===== src/rtl/div_pkg.sv =====
// div_pkg: shared state encoding and width constants for the iterative divider
package div_pkg;
    localparam int DIV_DW          = 8;
    localparam int DIV_APPROX_BITS = 3;
    typedef enum logic [1:0] {IDLE, CALC, DONE} state_t;
endpackage


===== src/rtl/div_step.sv =====
// div_step: one restoring division step on a DW+1 bit shifted partial remainder
module div_step #(
    parameter int DW = 8
) (
    input  logic [DW-1:0] rem_in,
    input  logic          bit_in,
    input  logic [DW-1:0] divisor,
    output logic [DW-1:0] rem_out,
    output logic          q_bit
);
    logic [DW:0] trial;
    logic [DW:0] diff;
    assign trial = {rem_in, bit_in};
    assign diff  = trial - {1'b0, divisor};
    // rem_in < divisor keeps trial < 2*divisor, so the top diff bit is a clean borrow
    assign q_bit   = ~diff[DW];
    assign rem_out = q_bit ? diff[DW-1:0] : trial[DW-1:0];
endmodule


===== src/rtl/div_iter_16by8.sv =====
// div_iter_16by8: 2*DW by DW unsigned iterative divider; DIV_APPROX_LSB_EN drops the last quotient bits
module div_iter_16by8
    import div_pkg::*;
#(
    parameter int DW = DIV_DW
) (
    input  logic          clk,
    input  logic          rst,
    input  logic          in_valid,
    output logic          in_ready,
    input  logic [2*DW-1:0] dividend,
    input  logic [DW-1:0] divisor,
    output logic          out_valid,
    input  logic          out_ready,
    output logic [DW-1:0] quotient,
    output logic [DW-1:0] remainder,
    output logic          ovf
);
`ifdef DIV_APPROX_LSB_EN
    localparam int STEPS = DW - DIV_APPROX_BITS;
`else
    localparam int STEPS = DW;
`endif
    localparam int CW = $clog2(DW);
    localparam logic [CW-1:0] LAST = CW'(STEPS - 1);

    state_t        state, state_n;
    logic [CW-1:0] cnt;
    logic [DW-1:0] rem, lo, dvs, q, rem_n, q_fin, rem_fin;
    logic          q_bit, too_big, last;

    assign too_big = dividend[2*DW-1:DW] >= divisor;
    assign last    = cnt == LAST;

`ifdef DIV_APPROX_LSB_EN
    assign q_fin   = {q[STEPS-2:0], q_bit, {DIV_APPROX_BITS{1'b0}}};
    assign rem_fin = '0;
`else
    assign q_fin   = {q[DW-2:0], q_bit};
    assign rem_fin = rem_n;
`endif

    div_step #(.DW(DW)) u_step (
        .rem_in (rem),
        .bit_in (lo[DW-1]),
        .divisor(dvs),
        .rem_out(rem_n),
        .q_bit  (q_bit)
    );

    // state register
    always_ff @(posedge clk) begin
        if (rst) state <= IDLE;
        else     state <= state_n;
    end

    // next state and handshake outputs
    always_comb begin
        state_n   = (state == IDLE) ? (in_valid ? (too_big ? DONE : CALC) : IDLE)
                  : (state == CALC) ? (last ? DONE : CALC)
                  : (out_ready ? IDLE : DONE);
        in_ready  = state == IDLE;
        out_valid = state == DONE;
    end

    // operand capture, one restoring step per CALC cycle, result latch on exit
    always_ff @(posedge clk) begin
        if (rst) begin
            cnt       <= '0;
            rem       <= '0;
            lo        <= '0;
            dvs       <= '0;
            q         <= '0;
            quotient  <= '0;
            remainder <= '0;
            ovf       <= 1'b0;
        end else if (state == IDLE && in_valid) begin
            if (too_big) begin
                quotient  <= '1;
                remainder <= '1;
                ovf       <= 1'b1;
            end else begin
                rem <= dividend[2*DW-1:DW];
                lo  <= dividend[DW-1:0];
                dvs <= divisor;
                q   <= '0;
                cnt <= '0;
            end
        end else if (state == CALC) begin
            rem <= rem_n;
            lo  <= lo << 1;
            q   <= {q[DW-2:0], q_bit};
            cnt <= last ? cnt : cnt + 1'b1;
            if (last) begin
                quotient  <= q_fin;
                remainder <= rem_fin;
                ovf       <= 1'b0;
            end
        end
    end
endmodule


===== config.mk =====
export PLATFORM = sky130hd
export DESIGN_NAME = div_iter_16by8
export DESIGN_NICKNAME = d
export VERILOG_FILES = /design/src/rtl/div_pkg.sv /design/src/rtl/div_step.sv /design/src/rtl/div_iter_16by8.sv
export SDC_FILE = /design/constraint.sdc
export NUM_CORES = 1
export LEC_CHECK = 0
export ABC_AREA = 1
export BUFFER_PORTS_ARGS = -buffer_cell sky130_fd_sc_hd__clkbuf_2
export CAP_MARGIN = 25
export CORE_MARGIN = 2
export CORE_UTILIZATION = 51
export CTS_CLUSTER_SIZE = 40
export DETAILED_ROUTE_END_ITERATION = 12
export PLACE_DENSITY = 0.79
export SLEW_MARGIN = 20
export SYNTH_ARGS = -nofsm -noshare
export SYNTH_HDL_FRONTEND = slang
export SYNTH_SLANG_ARGS = --single-unit

===== constraint.sdc =====
create_clock -name clk -period 2 [get_ports clk]
set_clock_uncertainty 0.2 [all_clocks]
set_input_delay 0.4 -clock clk [delete_from_list [all_inputs] [get_ports clk]]
set_output_delay 0.4 -clock clk [all_outputs]
set_load 0.005 [all_outputs]

==> flow_results.org <==
** Timing
- Finish-stage setup viols :: 18
- Final Max Tran Viols :: 0
- Post-Route Hold Slack :: 0.1232 ns
- Share of the clock period used by the worst path :: 1.151
- Setup repair after global routing could not meet its margin everywhere.
- Across all setup checks in the final design, the least slack found is -0.3015 ns.
- For the pin with the worst max-slew slack, the measured transition is 0.5839 ns.
- Headroom to the max-slew limit came out at 0.6102.
- Timing-limited maximum frequency :: 0.4345 GHz
- The count of final hold-check violations was 0.
- The routed design could run at a clock period as short as 2.302 ns.

** Run
- Maximum Capacitance Violations :: 0

** Floorplanning
- Die Span X :: 80.86 um
- Pin placement for this block handled 47 I/O pins.
- For this configuration, the core starts out at a cell density of 0.5373.
- The floorplan step set the die height to 80.86 um.
- The initialized floorplan defines 27 standard-cell rows.
- Core Footprint :: 5608 sq um
- The die covers 6538 sq um.

** Synth
- Top cells by area, synth :: sky130_fd_sc_hd__dfxtp_1, sky130_fd_sc_hd__nand2_1, sky130_fd_sc_hd__ha_1
- Yosys instantiated no cell more often than sky130_fd_sc_hd__nand2_1.
- Avg Synthesized Cell Area :: 7.106 sq um
- Counting flops with a built-in enable in the synthesized netlist gives 0.
- Synth unique cells :: 31
- Portion of the post-synthesis area used by sequential elements :: 0.3522
- After synthesis the netlist holds a flip-flop and latch count of 53.
- The share of synthesized area in the top cell type comes to 0.3522.
- Of all flip-flops after synthesis, the portion carrying an async set or reset was 0.
- By count the netlist is led by sky130_fd_sc_hd__nand2_1, sky130_fd_sc_hd__dfxtp_1, sky130_fd_sc_hd__inv_1, sky130_fd_sc_hd__nor2_1, sky130_fd_sc_hd__a21oi_1.
- The cell area that synthesis handed to floorplanning was 3013 sq um.
- The synthesized design spends more area on one cell type than any other, namely sky130_fd_sc_hd__dfxtp_1.
- Count of mapped cells out of synthesis :: 424
- Mapped Nets :: 471
- The Yosys step of the flow raised 0 warnings.
- Most common flop cell mapped by yosys :: sky130_fd_sc_hd__dfxtp_1

** Pwr
- Leakage :: 1.871 nW
- Of the total power, the share spent switching nets is 0.4265.
- Of the total power, registers draw 0.323.
- For this design the ratio of total power to cell area is 1031 nW/um^2.
- Cell internal power was estimated by the tool at 2.265 mW.
- Clock power frac :: 0.158
- Combinational share of power :: 0.518
- For this design the total switching power over the nets is 1.684 mW.
- Total power after layout :: 3.949 mW
- Across the VDD grid, the largest voltage drop is 0.5546 mV.

** Global routing
- The first global-routing pass estimated 12.81 mm of wire.
- The initial antenna violation count was 0.
- Summed over all layers, the global routing overflow is 0.
- Overall fraction of global-route tracks in use :: 0.2511
- Vias in the first global route :: 2,828
- Maximum number of pins on one net before global-route repair :: 35

** CTS
- Post-CTS Hold Fix Bufs :: 0
- TritonCTS clock tree :: yes
- Clock-pin slew on the worst setup and hold paths :: 0.10 ns
- Clock latency on the worst-skew pair, taken at its later pin, is 0.32 ns.
- Deepest clock path buffer count :: 2
- Number of clock buffers inserted by TritonCTS :: 5
- Sink Count :: 53
- The clock tree synthesis step divided the H-tree into 2 levels.
- Clock root cell :: sky130_fd_sc_hd__clkbuf_8

** Cells and area
- Nets :: 546
- Relative to the synthesized area, the layout overhead comes to 27.08%.
- Count of fill cells added during filler insertion :: 486
- The finished layout holds 572 standard cells, fillers aside.
- With fillers left out, the area of the finished cells amounts to 3829 sq um.
- Of the cells placed in the final design, the portion with a size suffix greater than 1 is 0.3200.
- Number of inserted diodes :: 0

** Outcome
- The run finished, with violations left.
- Violated checks :: setup timing

** Critical path
- At the worst endpoint, the arrival time is 2.30 ns.
- Req. time, crit path :: 1.99 ns
- The worst setup path is captured at a flip-flop.
- Of all nets on the critical path, the largest fanout is 5.
- Type of the setup path with the least slack :: reg -> reg
- Sort of element at the start of the critical path :: flip-flop

** Placed design
- Area of placed instances :: 3506 sq um
- Sum of net half-perimeters after detailed placement :: 5.410 mm
- IO Port Bufs :: 46
- DP Cell Count :: 558
- Routability-driven placement finished with a final weighted congestion of 0.8755.

** Drt
- The routed layout has 3,053 vias.
- In this run, the number of DRC markers left after iteration 0 of detailed routing was 246.
- Dividing the detail-routed via count by the number of cells gives 5.337.
- Average wire length per cell after detail routing :: 14.09 um
- The routed design has 8.061 mm of wire.
- Once detail routing completed, the nets flagged for antenna violations numbered 0.
- Drt first pass iters :: 5
- In the routed design, unresolved DRC markers number 0.

** Min path
- Type of the most critical hold path :: in -> reg
power groups by stage:
stage	Clock (mW)	Sequential, mW	Combinational, mW
2_1_floorplan	0	1.27	1.11
3_3_place_gp	0	1.29	1.53
3_5_place_dp	0	1.29	1.57
4_1_cts	0.626	1.27	1.80
5_1_grt	0.666	1.29	2.24
6_report	0.624	1.28	2.05
placed cells by master, fill, tap and decap left out, types with 5 or more instances in the layout:
master	count
sky130_fd_sc_hd__nand2_4	11
sky130_fd_sc_hd__nand2_2	6
sky130_fd_sc_hd__buf_4	32
sky130_fd_sc_hd__nand2_1	86
sky130_fd_sc_hd__dfxtp_1	52
sky130_fd_sc_hd__nand3_1	19
sky130_fd_sc_hd__nor2_1	42
sky130_fd_sc_hd__a21oi_1	33
sky130_fd_sc_hd__o21ai_0	28
sky130_fd_sc_hd__inv_1	49
sky130_fd_sc_hd__a21oi_2	8
sky130_fd_sc_hd__clkbuf_2	46
sky130_fd_sc_hd__inv_2	9
sky130_fd_sc_hd__o21ai_1	6
sky130_fd_sc_hd__ha_1	17
sky130_fd_sc_hd__clkbuf_8	5
sky130_fd_sc_hd__or2_2	7
sky130_fd_sc_hd__nand3_2	11
cell type report:
class	instances	area [sq um]	share of cell area
clock buffer	5	68.82	0.01797
clock inverter	3	21.27	0.005556
inverter	59	224.0	0.05850
multi-input combinational	298	1821	0.4755
sequential	53	1062	0.2775
tap	72	90.09	0.02353
timing repair buffer	82	541.8	0.1415
final timing paths:
path	depth (start not counted)	slack (ns)	from	to
setup / recovery	14	-0.30	lo[7]	remainder[3]
hold / removal	3	0.12	divisor[0]	dvs[0]
setup reg to reg	14	-0.30	lo[7]	remainder[3]
hold reg to reg	2	0.27	dvs[6]	dvs[6]
stage by stage:
step                worst slack [ns]  setup TNS [ns]    util
detailed placement           -0.2269          -5.897  0.6252
global placement             -0.1834          -4.498  0.6252
global route                 -0.3466          -4.471  0.6827
floorplan                    0.01441               0       -
CTS                         -0.09095          -1.064  0.6671
finish                       -0.3015          -3.283  0.6827
metal layers:
metal  track usage  share of wire  vias to the layer above
met5             0              0                        -
met4        0.1000          0.044                        0
met3       0.04444          0.051                       38
met2        0.4240           0.48                      128
met1        0.3175           0.43                     1383
li1              -              -                     1504
cell families (layout without fill, tap and decap cells):
logic type / after synthesis / after routing / synth area share
xor+xnor: 3 / 3 / 0.008723
flops: 53 / 53 / 0.3522
simple gates: 197 / 198 / 0.3131
compound gates: 78 / 78 / 0.1354
fa+ha+maj: 19 / 19 / 0.08140
buf+inv: 74 / 149 / 0.1092
flip-flops by register name (all words and copies together), names as in the netlist:
signal,flops
ovf,1
rem,8
lo,8
cnt,3
dvs,8
state,2
q,7
quotient,8
remainder,8
critical path, cell delays in order, from the launching register on:
cell and delay, ns:
sky130_fd_sc_hd__dfxtp_2 0.35, sky130_fd_sc_hd__inv_2 0.05, sky130_fd_sc_hd__ha_4 0.16, sky130_fd_sc_hd__fa_2 0.37
sky130_fd_sc_hd__inv_2 0.08, sky130_fd_sc_hd__nand3_2 0.10, sky130_fd_sc_hd__nand2_4 0.10, sky130_fd_sc_hd__nand2_4 0.08
sky130_fd_sc_hd__nand2_4 0.10, sky130_fd_sc_hd__nand2_4 0.08, sky130_fd_sc_hd__nand2_4 0.12, sky130_fd_sc_hd__buf_4 0.13
sky130_fd_sc_hd__nand3_4 0.07, sky130_fd_sc_hd__nand3_2 0.11, sky130_fd_sc_hd__a21oi_1 0.09
repair_timing:
| item | CTS | global route |
|---|---|---|
| pin swaps | 11 | 12 |
| resized for setup | 24 | 17 |
| setup endpoints to repair | 18 | 18 |
| setup buffers | 3 | 2 |
| gates cloned | 1 | 0 |
(Power assumes the default switching activity.)
